`config.mk`:
```
export PLATFORM = sky130hd
export DESIGN_NAME = sap1_control_sequencer
export DESIGN_NICKNAME = d
export VERILOG_FILES = /design/src/rtl/sap1_pkg.sv /design/src/rtl/sap1_step_gen.sv /design/src/rtl/sap1_control_sequencer.sv
export SDC_FILE = /design/constraint.sdc
export NUM_CORES = 1
export LEC_CHECK = 0
export CAP_MARGIN = 30
export CORE_ASPECT_RATIO = 2
export CORE_MARGIN = 4
export CORE_UTILIZATION = 54
export DETAILED_ROUTE_END_ITERATION = 16
export PLACE_DENSITY = 0.82
export SYNTH_ARGS = -nofsm -noshare
export SYNTH_HDL_FRONTEND = slang
export SYNTH_SLANG_ARGS = --single-unit
```
`constraint.sdc`:
```
create_clock -name clk_50mhz -period 3.2 [get_ports clk_50mhz]
set_input_delay 0.96 -clock clk_50mhz [delete_from_list [all_inputs] [get_ports clk_50mhz]]
set_output_delay 0.96 -clock clk_50mhz [all_outputs]
set_load 0.02 [all_outputs]
```
`src/rtl/sap1_pkg.sv`:
```
// ---------------------------------------------------------------------------
// sap1_pkg
// Shared definitions for the SAP-1 control sequencer:
//   - opcode constants as they appear in IR[7:4]
//   - bit positions inside the 12-bit control word
//     {cp,ep,lm,ce,li,ei,la,ea,su,eu,lb,lo}, cp is the MSB
//   - the one-hot T-state encoding (bit0 = T1 ... bit5 = T6)
//   - a small helper that builds a single-bit control mask
// ---------------------------------------------------------------------------
package sap1_pkg;

    localparam int CTRL_W = 12;
    localparam int T_W    = 6;

    // Opcodes (upper nibble of the instruction register)
    localparam logic [3:0] OP_LDA = 4'b0000;
    localparam logic [3:0] OP_ADD = 4'b0001;
    localparam logic [3:0] OP_SUB = 4'b0010;
    localparam logic [3:0] OP_OUT = 4'b1110;
    localparam logic [3:0] OP_HLT = 4'b1111;

    // Control word bit indices
    localparam int CTRL_CP = 11;  // PC count enable
    localparam int CTRL_EP = 10;  // PC drives bus
    localparam int CTRL_LM = 9;   // MAR load
    localparam int CTRL_CE = 8;   // RAM drives bus
    localparam int CTRL_LI = 7;   // IR load
    localparam int CTRL_EI = 6;   // IR operand drives bus
    localparam int CTRL_LA = 5;   // ACC load
    localparam int CTRL_EA = 4;   // ACC drives bus
    localparam int CTRL_SU = 3;   // ALU subtract select
    localparam int CTRL_EU = 2;   // ALU drives bus
    localparam int CTRL_LB = 1;   // B register load
    localparam int CTRL_LO = 0;   // OUT register load

    localparam logic [CTRL_W-1:0] CTRL_NONE = '0;

    // Every control bit that puts a value onto the shared bus
    localparam int BUS_SRC_N = 5;
    localparam int BUS_SRC_IDX [BUS_SRC_N] = '{CTRL_EP, CTRL_CE, CTRL_EI, CTRL_EA, CTRL_EU};

    // One-hot ring states; the encoding is exported directly as t_state
    typedef enum logic [T_W-1:0] {
        T1 = 6'b000001,
        T2 = 6'b000010,
        T3 = 6'b000100,
        T4 = 6'b001000,
        T5 = 6'b010000,
        T6 = 6'b100000
    } t_state_e;

    // Single-bit control mask for a given bit index
    function automatic logic [CTRL_W-1:0] ctrl_bit(input int idx);
        return CTRL_W'(1) << idx;
    endfunction

endpackage

```
`src/rtl/sap1_step_gen.sv`:
```
// ---------------------------------------------------------------------------
// sap1_step_gen
// Produces the one-cycle step tick that paces the SAP-1 ring counter.
//   clk_50mhz_i  board clock, rising edge
//   reset_n_i    asynchronous active-low reset
//   run_i        1 = auto stepping from the divider, 0 = manual stepping
//   step_req_i   one-cycle manual step pulse (used only while run_i = 0)
//   halt_i       suppresses the tick (already halted, or halting this edge)
//   tick_o       registered one-cycle step pulse
// Auto mode: the divider counts 0..STEP_DIV-1 and the tick follows the
// cycle in which it sits at its last value. Manual mode: the divider is
// held at 0 and the tick is step_req_i delayed by one cycle.
// ---------------------------------------------------------------------------
module sap1_step_gen #(
    parameter int STEP_DIV = 25000000,
    parameter int DIV_W    = 25
) (
    input  logic clk_50mhz_i,
    input  logic reset_n_i,
    input  logic run_i,
    input  logic step_req_i,
    input  logic halt_i,
    output logic tick_o
);

    localparam logic [DIV_W-1:0] DIV_LAST = DIV_W'(STEP_DIV - 1);

    logic [DIV_W-1:0] div_q;
    logic [DIV_W-1:0] div_d;
    logic             tick_q;
    logic             tick_d;
    logic             div_terminal;

    // The terminal count is judged on the registered divider value and not
    // gated by run_i: if run drops in the very cycle the divider sits at its
    // last value, that tick still goes out. With run low the divider is
    // forced to 0, which is never terminal because STEP_DIV >= 2.
    assign div_terminal = (div_q == DIV_LAST);

    always_comb begin
        div_d = div_q;
        if (!run_i || div_terminal) begin
            div_d = '0;
        end else begin
            div_d = div_q + 1'b1;
        end
    end

    // step_req_i is only honoured in manual mode, including the cycle in
    // which run_i rises.
    always_comb begin
        tick_d = div_terminal || (!run_i && step_req_i);
        if (halt_i) begin
            tick_d = 1'b0;
        end
    end

    always_ff @(posedge clk_50mhz_i or negedge reset_n_i) begin
        if (!reset_n_i) begin
            div_q  <= '0;
            tick_q <= 1'b0;
        end else begin
            div_q  <= div_d;
            tick_q <= tick_d;
        end
    end

    assign tick_o = tick_q;

endmodule

```
`src/rtl/sap1_control_sequencer.sv`:
```
// ---------------------------------------------------------------------------
// sap1_control_sequencer
// SAP-1 control unit: six-state one-hot ring counter T1..T6, step pacing,
// and opcode decode into the active-high control word.
//   clk_50mhz  board clock, all state on the rising edge
//   reset_n    asynchronous active-low reset
//   run        1 = auto stepping, 0 = manual stepping via step_req
//   step_req   one-cycle manual step pulse
//   opcode     IR[7:4]
//   tick       registered one-cycle step pulse; datapath loads when high
//   t_state    one-hot ring state, bit0 = T1 ... bit5 = T6
//   ctrl       control word {cp,ep,lm,ce,li,ei,la,ea,su,eu,lb,lo}
//   halted     sticky halt flag, cleared only by reset
// ---------------------------------------------------------------------------
module sap1_control_sequencer
    import sap1_pkg::*;
#(
    parameter int STEP_DIV = 25000000,
    parameter int DIV_W    = 25
) (
    input  logic              clk_50mhz,
    input  logic              reset_n,
    input  logic              run,
    input  logic              step_req,
    input  logic [3:0]        opcode,
    output logic              tick,
    output logic [T_W-1:0]    t_state,
    output logic [CTRL_W-1:0] ctrl,
    output logic              halted
);

    t_state_e            state_q;
    logic                halted_q;
    logic                tick_w;
    logic                halt_now;
    logic [CTRL_W-1:0]   ctrl_word;
    logic [BUS_SRC_N-1:0] bus_src;

    // HLT is recognised on the T4 step edge; the ring stays parked at T4.
    assign halt_now = tick_w && (state_q == T4) && (opcode == OP_HLT);

    // The step generator is told about a halt in the same cycle it is taken,
    // so a manual pulse queued right behind the HLT step cannot leak a tick.
    sap1_step_gen #(
        .STEP_DIV (STEP_DIV),
        .DIV_W    (DIV_W)
    ) u_step_gen (
        .clk_50mhz_i (clk_50mhz),
        .reset_n_i   (reset_n),
        .run_i       (run),
        .step_req_i  (step_req),
        .halt_i      (halted_q || halt_now),
        .tick_o      (tick_w)
    );

    // -----------------------------------------------------------------------
    // Ring counter and halt flag
    // -----------------------------------------------------------------------
    always_ff @(posedge clk_50mhz or negedge reset_n) begin
        if (!reset_n) begin
            state_q  <= T1;
            halted_q <= 1'b0;
        end else if (tick_w) begin
            if (halt_now) begin
                halted_q <= 1'b1;
            end else begin
                case (state_q)
                    T1:      state_q <= T2;
                    T2:      state_q <= T3;
                    T3:      state_q <= T4;
                    T4:      state_q <= T5;
                    T5:      state_q <= T6;
                    T6:      state_q <= T1;
                    default: state_q <= T1;
                endcase
            end
        end
    end

    // -----------------------------------------------------------------------
    // Control word decode. T1..T3 form the fetch cycle and ignore the
    // opcode, since the IR only takes the new instruction at the end of T3.
    // -----------------------------------------------------------------------
    always_comb begin
        ctrl_word = CTRL_NONE;
        case (state_q)
            T1: ctrl_word = ctrl_bit(CTRL_EP) | ctrl_bit(CTRL_LM);
            T2: ctrl_word = ctrl_bit(CTRL_CP);
            T3: ctrl_word = ctrl_bit(CTRL_CE) | ctrl_bit(CTRL_LI);
            T4: begin
                case (opcode)
                    OP_LDA, OP_ADD, OP_SUB:
                        ctrl_word = ctrl_bit(CTRL_EI) | ctrl_bit(CTRL_LM);
                    OP_OUT:
                        ctrl_word = ctrl_bit(CTRL_EA) | ctrl_bit(CTRL_LO);
                    default:
                        ctrl_word = CTRL_NONE;
                endcase
            end
            T5: begin
                case (opcode)
                    OP_LDA:
                        ctrl_word = ctrl_bit(CTRL_CE) | ctrl_bit(CTRL_LA);
                    OP_ADD, OP_SUB:
                        ctrl_word = ctrl_bit(CTRL_CE) | ctrl_bit(CTRL_LB);
                    default:
                        ctrl_word = CTRL_NONE;
                endcase
            end
            T6: begin
                case (opcode)
                    OP_ADD:
                        ctrl_word = ctrl_bit(CTRL_EU) | ctrl_bit(CTRL_LA);
                    OP_SUB:
                        ctrl_word = ctrl_bit(CTRL_EU) | ctrl_bit(CTRL_SU)
                                  | ctrl_bit(CTRL_LA);
                    default:
                        ctrl_word = CTRL_NONE;
                endcase
            end
            default: ctrl_word = CTRL_NONE;
        endcase
    end

    // Gather the bus-driving enables so the single-driver rule can be watched
    generate
        for (genvar gi = 0; gi < BUS_SRC_N; gi++) begin : g_bus_src
            assign bus_src[gi] = ctrl_word[BUS_SRC_IDX[gi]];
        end
    endgenerate

    // At most one register may drive the bus in any T-state
    a_single_bus_driver: assert property (
        @(posedge clk_50mhz) disable iff (!reset_n) $onehot0(bus_src)
    );

    // Once halted, the step tick never fires again
    a_no_tick_when_halted: assert property (
        @(posedge clk_50mhz) disable iff (!reset_n) halted_q |-> !tick_w
    );

    assign tick    = tick_w;
    assign t_state = state_q;
    assign ctrl    = ctrl_word;
    assign halted  = halted_q;

endmodule
```
# Word level (Yosys, flattened, before mapping)
# Cells that the tools add are included.
[classes] eq_ne=11 div=0 n_mux=7 bitwise=1 n_addsub=1 multipliers=0 n_lt_le_gt_ge=0 n_reduce_logical=12 shift=0
[ops] operator="case mux 12 bit (6 select lines)" count=1
[ops] operator="case mux 6 bit (5 select lines)" count=1
[ops] operator="adder 25 x 1 -> 25 bit, second input constant" count=1
[ops] operator="== test 25 bit, second input constant" count=1
[ops] operator="two-way mux 25 bit" count=1
[ops] operator="case mux 10 bit (2 select lines)" count=1
[ops] operator="case mux 9 bit (2 select lines)" count=1
[ops] operator="case mux 6 bit (2 select lines)" count=1
[ops] operator="== test 4 bit, second input constant" count=2
[ops] operator="== test 6 x 1 -> 1 bit, second input constant" count=1
[ops] operator="== test 6 x 2 -> 1 bit, second input constant" count=1
[ops] operator="== test 6 x 3 -> 1 bit, second input constant" count=1
[ops] operator="== test 6 x 4 -> 1 bit, second input constant" count=1
[ops] operator="== test 6 x 5 -> 1 bit, second input constant" count=1
[ops] operator="== test 6 bit, second input constant" count=1
[ops] operator="== test 4 x 1 -> 1 bit, second input constant" count=1
[ops] operator="== test 4 x 2 -> 1 bit, second input constant" count=1
[ops] operator="logical NOT 4 bit" count=1
[ops] operator="AND reduction 2 bit" count=2
[ops] operator="logical AND 1 bit" count=3
[ops] operator="logical OR 1 bit" count=3
[ops] operator="OR reduction 3 bit" count=1
[ops] operator="OR reduction 2 bit" count=1
[ops] operator="logical NOT 1 bit" count=1
[ops] operator="2 further kinds" count=2
[totals] latch_bits=0 reg_bits=33 mem_bits_rw=0 out_inout_bits=20 in_bits=8 n_memories=0 mem_bits_ro=0 wordCells=36

# Logic depth before layout (Yosys ltp)
# Gate-level depths: netlist of the first run.
[logic_depth] word_depth=5 mapped_depth=6 depth_no_buf=5

# By module
# A second synthesis of the first run with hierarchy kept.
[hier_totals] cells_unflattened=192 area_unflattened_um2=1863.0
[modules_own_cells] module="sap1_step_gen" n_inst=1 cells_per_inst=133 seq_area_each_um2=650.6 area_each_um2=1306.3
[modules_own_cells] module="sap1_control_sequencer" n_inst=1 cells_per_inst=59 seq_area_each_um2=176.4 area_each_um2=556.8

# Worst setup path before layout of the first run
# No wires, ideal clock.
[synth_timing] path_kind="register to output" from="reg state_q[4], in the netlist t_state[4]" to="out ctrl[4]" required_ns=2.240 t_arrival_ns=2.293 setup_slack_ns=-0.053 path_stages_with_launch=7 n_path_buf=3 cell_sequence="dfrtp_1 > buf_2 > or3_1 > or2_2 > clkbuf_1 > nor3_1 > buf_4"
[synth_via] elab_chain_cells=2 word_cells_on_any_way=7 cone_classes="eq/ne: 6; mux: 1"
[synth_lines] item="start, declared" line="sap1_control_sequencer.sv:32" source="t_state_e state_q;"
[synth_lines] item="start signal, assigned" line="sap1_control_sequencer.sv:61" source="state_q <= T1;"
[synth_lines] item="start signal, assigned" line="sap1_control_sequencer.sv:68" source="T1: state_q <= T2;"
[synth_lines] item="start signal, assigned" line="sap1_control_sequencer.sv:69" source="T2: state_q <= T3;"
[synth_lines] item="== test 6 bit, or another cell as far along" line="sap1_control_sequencer.sv:86" source="case (state_q)"
[synth_lines] item="case mux 12 bit (6 select lines) (*)" line="sap1_control_sequencer.sv:86"
[synth_lines] item="end, declared" line="sap1_control_sequencer.sv:28" source="output logic [CTRL_W-1:0] ctrl,"
# Every way passes the cells marked *; elsewhere a longest branch is shown, timed or not.

# Worst setup path after layout of the first run
[layout_timing] from="in opcode[0]" to="out ctrl[5]"
[layout_via] elab_chain_cells=4 word_cells_on_any_way=7 cone_classes="eq/ne: 2; mux: 3; reduce/logical: 2"
[layout_lines] item="start, declared" line="sap1_control_sequencer.sv:25" source="input logic [3:0] opcode,"
[layout_lines] item="== test 4 x 2 -> 1 bit / == test 4 x 1 -> 1 bit (equally long branches)" line="sap1_control_sequencer.sv:101, sap1_control_sequencer.sv:111"
[layout_lines] item="OR reduction 2 bit" line="sap1_control_sequencer.sv:101" source="case (opcode)"
[layout_lines] item="case mux 9 bit (2 select lines)" line="sap1_control_sequencer.sv:101"
[layout_lines] item="case mux 12 bit (6 select lines) (*)" line="sap1_control_sequencer.sv:86"
# Marks and branches as above.

==> summary.json, run 1 <==
{
  "fill_cells": {"value": 267},
  "syn-cell-area": {"value": 1890, "unit": "µm²"},
  "ys_warn_count": {"value": 0},
  "top_level_ports": {"value": 28},
  "clk-insertion-delay-late": {"value": 0.29, "unit": "ns"},
  "dr_iter_0_viols": {"value": 44},
  "data_required_time_at_the_worst_endpoint": {"value": 2.24, "unit": "ns"},
  "crit_path_capture_type": {"value": "output pin"},
  "grt_max_degree": {"value": 34},
  "postRouteAntennaNets": {"value": 0},
  "max_cap_violations": {"value": 0},
  "wl": {"value": 4750, "unit": "µm"},
  "core.rowCount": {"value": 30},
  "worst_clock_skew": {"value": 0.00612, "unit": "ns"},
  "combined_area_of_the_multi_input_logic_cells": {"value": 1010, "unit": "µm²"},
  "power.leakage": {"value": 0.991, "unit": "nW"},
  "cts_num_sinks": {"value": 33},
  "ctsRootBufferMaster": {"value": "sky130_fd_sc_hd__clkbuf_8"},
  "critical_path.max_fanout": {"value": 4},
  "detailedPlacementHpwl": {"value": 3620, "unit": "µm"},
  "outcome": {"value": "complete, no violations"},
  "postSynthRegisterBits": {"value": 33},
  "synthMostInstantiatedCell": {"value": "sky130_fd_sc_hd__dfrtp_1"},
  "netlist_instances": {"value": 207},
  "worst_hold_path_cell_count": {"value": 1},
  "number_of_cts_inserted_buffers": {"value": 5},
  "worstPathArrival": {"value": 2.19, "unit": "ns"},
  "place_congestion": {"value": 0.850},
  "maxSlewHeadroom": {"value": 68.0, "unit": "%"},
  "cpMaxStageDelayCell": {"value": "sky130_fd_sc_hd__clkdlybuf4s50_1"},
  "drive_above_1_share": {"value": 19.4, "unit": "%"},
  "report.final.hold_viol_count": {"value": 0},
  "worstMarginPinSlew": {"value": 0.480, "unit": "ns"},
  "dr.pass1.iters": {"value": 4},
  "h-tree-depth": {"value": 2},
  "synth_unique_cells": {"value": 48},
  "startpoint_type": {"value": "input pin"},
  "timing.setup.critical_path_class": {"value": "input pin to output pin"},
  "min-delay-start": {"value": "halted"},
  "setup-tns-final": {"value": 0, "unit": "ns"},
  "final_min_period_over_clock_period": {"value": 98.3, "unit": "%"},
  "area_delta_synth_final": {"value": 24.2, "unit": "%"},
  "net_total_in_the_final_layout": {"value": 256},
  "fmax": {"value": 318, "unit": "MHz"},
  "swShare": {"value": 31.1, "unit": "%"},
  "synth-seq-area-share": {"value": 43.7, "unit": "%"},
  "synthFlopType": {"value": "sky130_fd_sc_hd__dfrtp_1"},
  "ys_top_cells_by_count": {"value": "sky130_fd_sc_hd__dfrtp_1 (32), sky130_fd_sc_hd__nor2_1 (25), sky130_fd_sc_hd__nand2_1 (15)"},
  "port_buffers": {"value": 27},
  "cell_internal_pwr": {"value": 0.000781, "unit": "W"},
  "vias_in_the_first_global_route": {"value": 1721},
  "synth_enable_flop_cells": {"value": 0},
  "synth_area_leader_cell": {"value": "sky130_fd_sc_hd__dfrtp_1"},
  "finalWorstPathRequiredPeriod": {"value": 3.15, "unit": "ns"},
  "post-synth-top-area-fraction": {"value": 42.4, "unit": "%"},
  "synth_fp_nets": {"value": 216},
  "p_sw": {"value": 0.000352, "unit": "W"},
  "worstReg2RegEnd": {"value": "u_step_gen.div_q[23]"},
  "powerDensity": {"value": 483, "unit": "nW/µm²"},
  "cts_hold_repair.buffers": {"value": 0},
  "setup_repair_after_global_routing_missed_its_margin": {"value": "false"},
  "globalRoute.totalOverflow": {"value": 0},
  "coreArea": {"value": 3380, "unit": "µm²"},
  "worst_ir_drop_vdd": {"value": 0.561, "unit": "mV"},
  "timing.critical_path.cells": {"value": "clkdlybuf4s50_1 -> xnor2_2 -> nor3b_1 -> o211a_1 -> clkbuf_2"},
  "path_clk_slew": {"value": 0.06, "unit": "ns"},
  "comb_power_share": {"value": 27.9, "unit": "%"},
  "synthArstFlopShare": {"value": 100, "unit": "%"},
  "worstHoldEndpoint": {"value": "u_step_gen.tick_o"},
  "min-delay-path-class": {"value": "flip-flop to flip-flop"},
  "power_frac_clock": {"value": 30.0, "unit": "%"},
  "whs": {"value": 0.452, "unit": "ns"},
  "viasPerCell": {"value": 6.17},
  "fp.dieW": {"value": 49.8, "unit": "µm"},
  "regToRegStartpoint": {"value": "u_step_gen.div_q[0]"},
  "cts_tree": {"value": "done"},
  "timing_max_transition_violations_final": {"value": 0},
  "worst-r2r-setup-slack": {"value": 0.74, "unit": "ns"},
  "synth_top_cells_by_area": {"value": "sky130_fd_sc_hd__dfrtp_1 (42%), sky130_fd_sc_hd__nor2_1 (5.0%), sky130_fd_sc_hd__xnor2_1 (4.6%)"},
  "routed_wire_length_per_instance": {"value": 17.0, "unit": "µm"},
  "die_area": {"value": 4570, "unit": "µm²"},
  "post-route-drc-count": {"value": 0},
  "reg2regPathDepth": {"value": 6},
  "p_seq_share": {"value": 42.1, "unit": "%"},
  "finalSetupViolations": {"value": 0},
  "synth_area_per_cell": {"value": 9.13, "unit": "µm²"},
  "antenna_found_initial": {"value": 0},
  "seqCellArea": {"value": 827, "unit": "µm²"},
  "grt_pass1_wl": {"value": 7870, "unit": "µm"},
  "initial_utilization": {"value": 56.0, "unit": "%"},
  "n_antenna_cell": {"value": 0},
  "cts.path.max_buffers": {"value": 2},
  "via_count": {"value": 1728},
  "die_h": {"value": 91.7, "unit": "µm"},
  "grt.total_usage": {"value": 22.8, "unit": "%"},
  "maximum_single_stage_delay_on_the_critical_path": {"value": 0.49, "unit": "ns"}
}
## layer usage
layer	track usage [%]	share of wire (%)
met5	0	0
met4	13.4	4.6
met3	3.58	2.9
met2	44.5	59
met1	20.7	34
## power groups by stage
stage / logic, W / clock network [W] / registers (W)
finish: 0.000317 / 0.000340 / 0.000477
global route: 0.000345 / 0.000369 / 0.000479
CTS: 0.000322 / 0.000351 / 0.000478
detailed placement: 0.000325 / 0 / 0.000485
global placement: 0.000322 / 0 / 0.000484
floorplan: 0.000147 / 0 / 0.000500
## cells by family after synthesis
family / after synthesis / synth area share [%]
multiplexers: 1 / 0.596
adder cells (fa/ha/maj): 1 / 0.662
AO/OA/AOI/OAI: 33 / 12.4
XOR/XNOR: 16 / 7.41
flip-flops: 33 / 43.7
buffers and inverters: 18 / 4.04
AND/OR/NAND/NOR: 105 / 31.1
## per-stage QoR
stage	util [%]	cells	setup slack (ns)	power [W]	cell area [µm²]
2_1_floorplan	-	207	0.168	0.000647	1900
3_3_place_gp	67.4	272	-0.321	0.000805	2280
3_5_place_dp	67.4	272	-0.344	0.000810	2280
4_1_cts	70.4	280	-0.110	0.00115	2380
5_1_grt	69.5	280	0.0117	0.00119	2350
6_report	69.5	280	0.0546	0.00113	2350
## worst max-delay path: cells and delay by family
family | cells | cell delay [ns]
AOI/OAI and AO/OA | 1 | 0.18
xor gates and xnor gates | 1 | 0.20
and+or+nand+nor | 1 | 0.19
buffers and inverters | 2 | 0.65
## final cells by class
class	count	share of cell area (%)
well taps	32	1.70
flip-flops and latches	33	35.2
repair buffers	42	14.5
inverters	9	1.44
multi-input cells	156	42.8
clock buffers	7	4.10
clock inverters	1	0.213
## worst max path at each step
| stage | startpoint | slack (ns) | to | cells past startpoint |
|---|---|---|---|---|
| after detailed placement | opcode[0] | -0.34 | ctrl[5] | 5 |
| final | opcode[0] | 0.05 | ctrl[5] | 5 |
| after global routing | opcode[3] | 0.01 | ctrl[9] | 6 |
| after floorplan | t_state[4] | 0.17 | ctrl[4] | 6 |
| after CTS | opcode[0] | -0.11 | ctrl[5] | 5 |
| after global placement | opcode[1] | -0.32 | ctrl[5] | 5 |
## registers in the layout, indices dropped and copies added, names as in the netlist
name and flops:
halted 1, t_state 6, u_step_gen.div_q 25, u_step_gen.tick_o 1
## repair_timing
action,CTS,global route
setup buffers,0,0
setup endpoints to repair,9,9
gates resized for setup,14,20
## placed cells by master (no fill, tap or decap), types with 2 or more instances in the layout
cell,netlist,routed
sky130_fd_sc_hd__xnor2_1,10,9
sky130_fd_sc_hd__o21ai_0,10,10
sky130_fd_sc_hd__nor4_1,8,7
sky130_fd_sc_hd__nand3_1,14,14
sky130_fd_sc_hd__buf_4,1,16
sky130_fd_sc_hd__or4_4,2,2
sky130_fd_sc_hd__nand4_1,5,5
sky130_fd_sc_hd__inv_1,9,9
sky130_fd_sc_hd__and4_1,2,2
sky130_fd_sc_hd__clkdlybuf4s50_1,0,18
sky130_fd_sc_hd__or4_1,4,4
sky130_fd_sc_hd__dfrtp_1,32,32
sky130_fd_sc_hd__o41ai_1,2,2
sky130_fd_sc_hd__clkbuf_8,0,7
sky130_fd_sc_hd__o31ai_1,4,4
sky130_fd_sc_hd__a21oi_1,7,7
sky130_fd_sc_hd__nand2_1,15,15
sky130_fd_sc_hd__xor2_1,6,6
sky130_fd_sc_hd__or3_1,5,5
sky130_fd_sc_hd__and2_1,2,2
sky130_fd_sc_hd__or2_2,3,3
sky130_fd_sc_hd__clkbuf_2,1,8
sky130_fd_sc_hd__nand3b_1,2,2
sky130_fd_sc_hd__nor3_1,8,7
sky130_fd_sc_hd__nor2_1,25,25
(Power assumes the default switching activity.)
==> inputs of run 2 (changes only) <==
- GPL_ROUTABILITY_DRIVEN: not set -> 0
==> results of run 2 <==
Same layout as run 1: the final DEF is identical, and so are final timing and power.
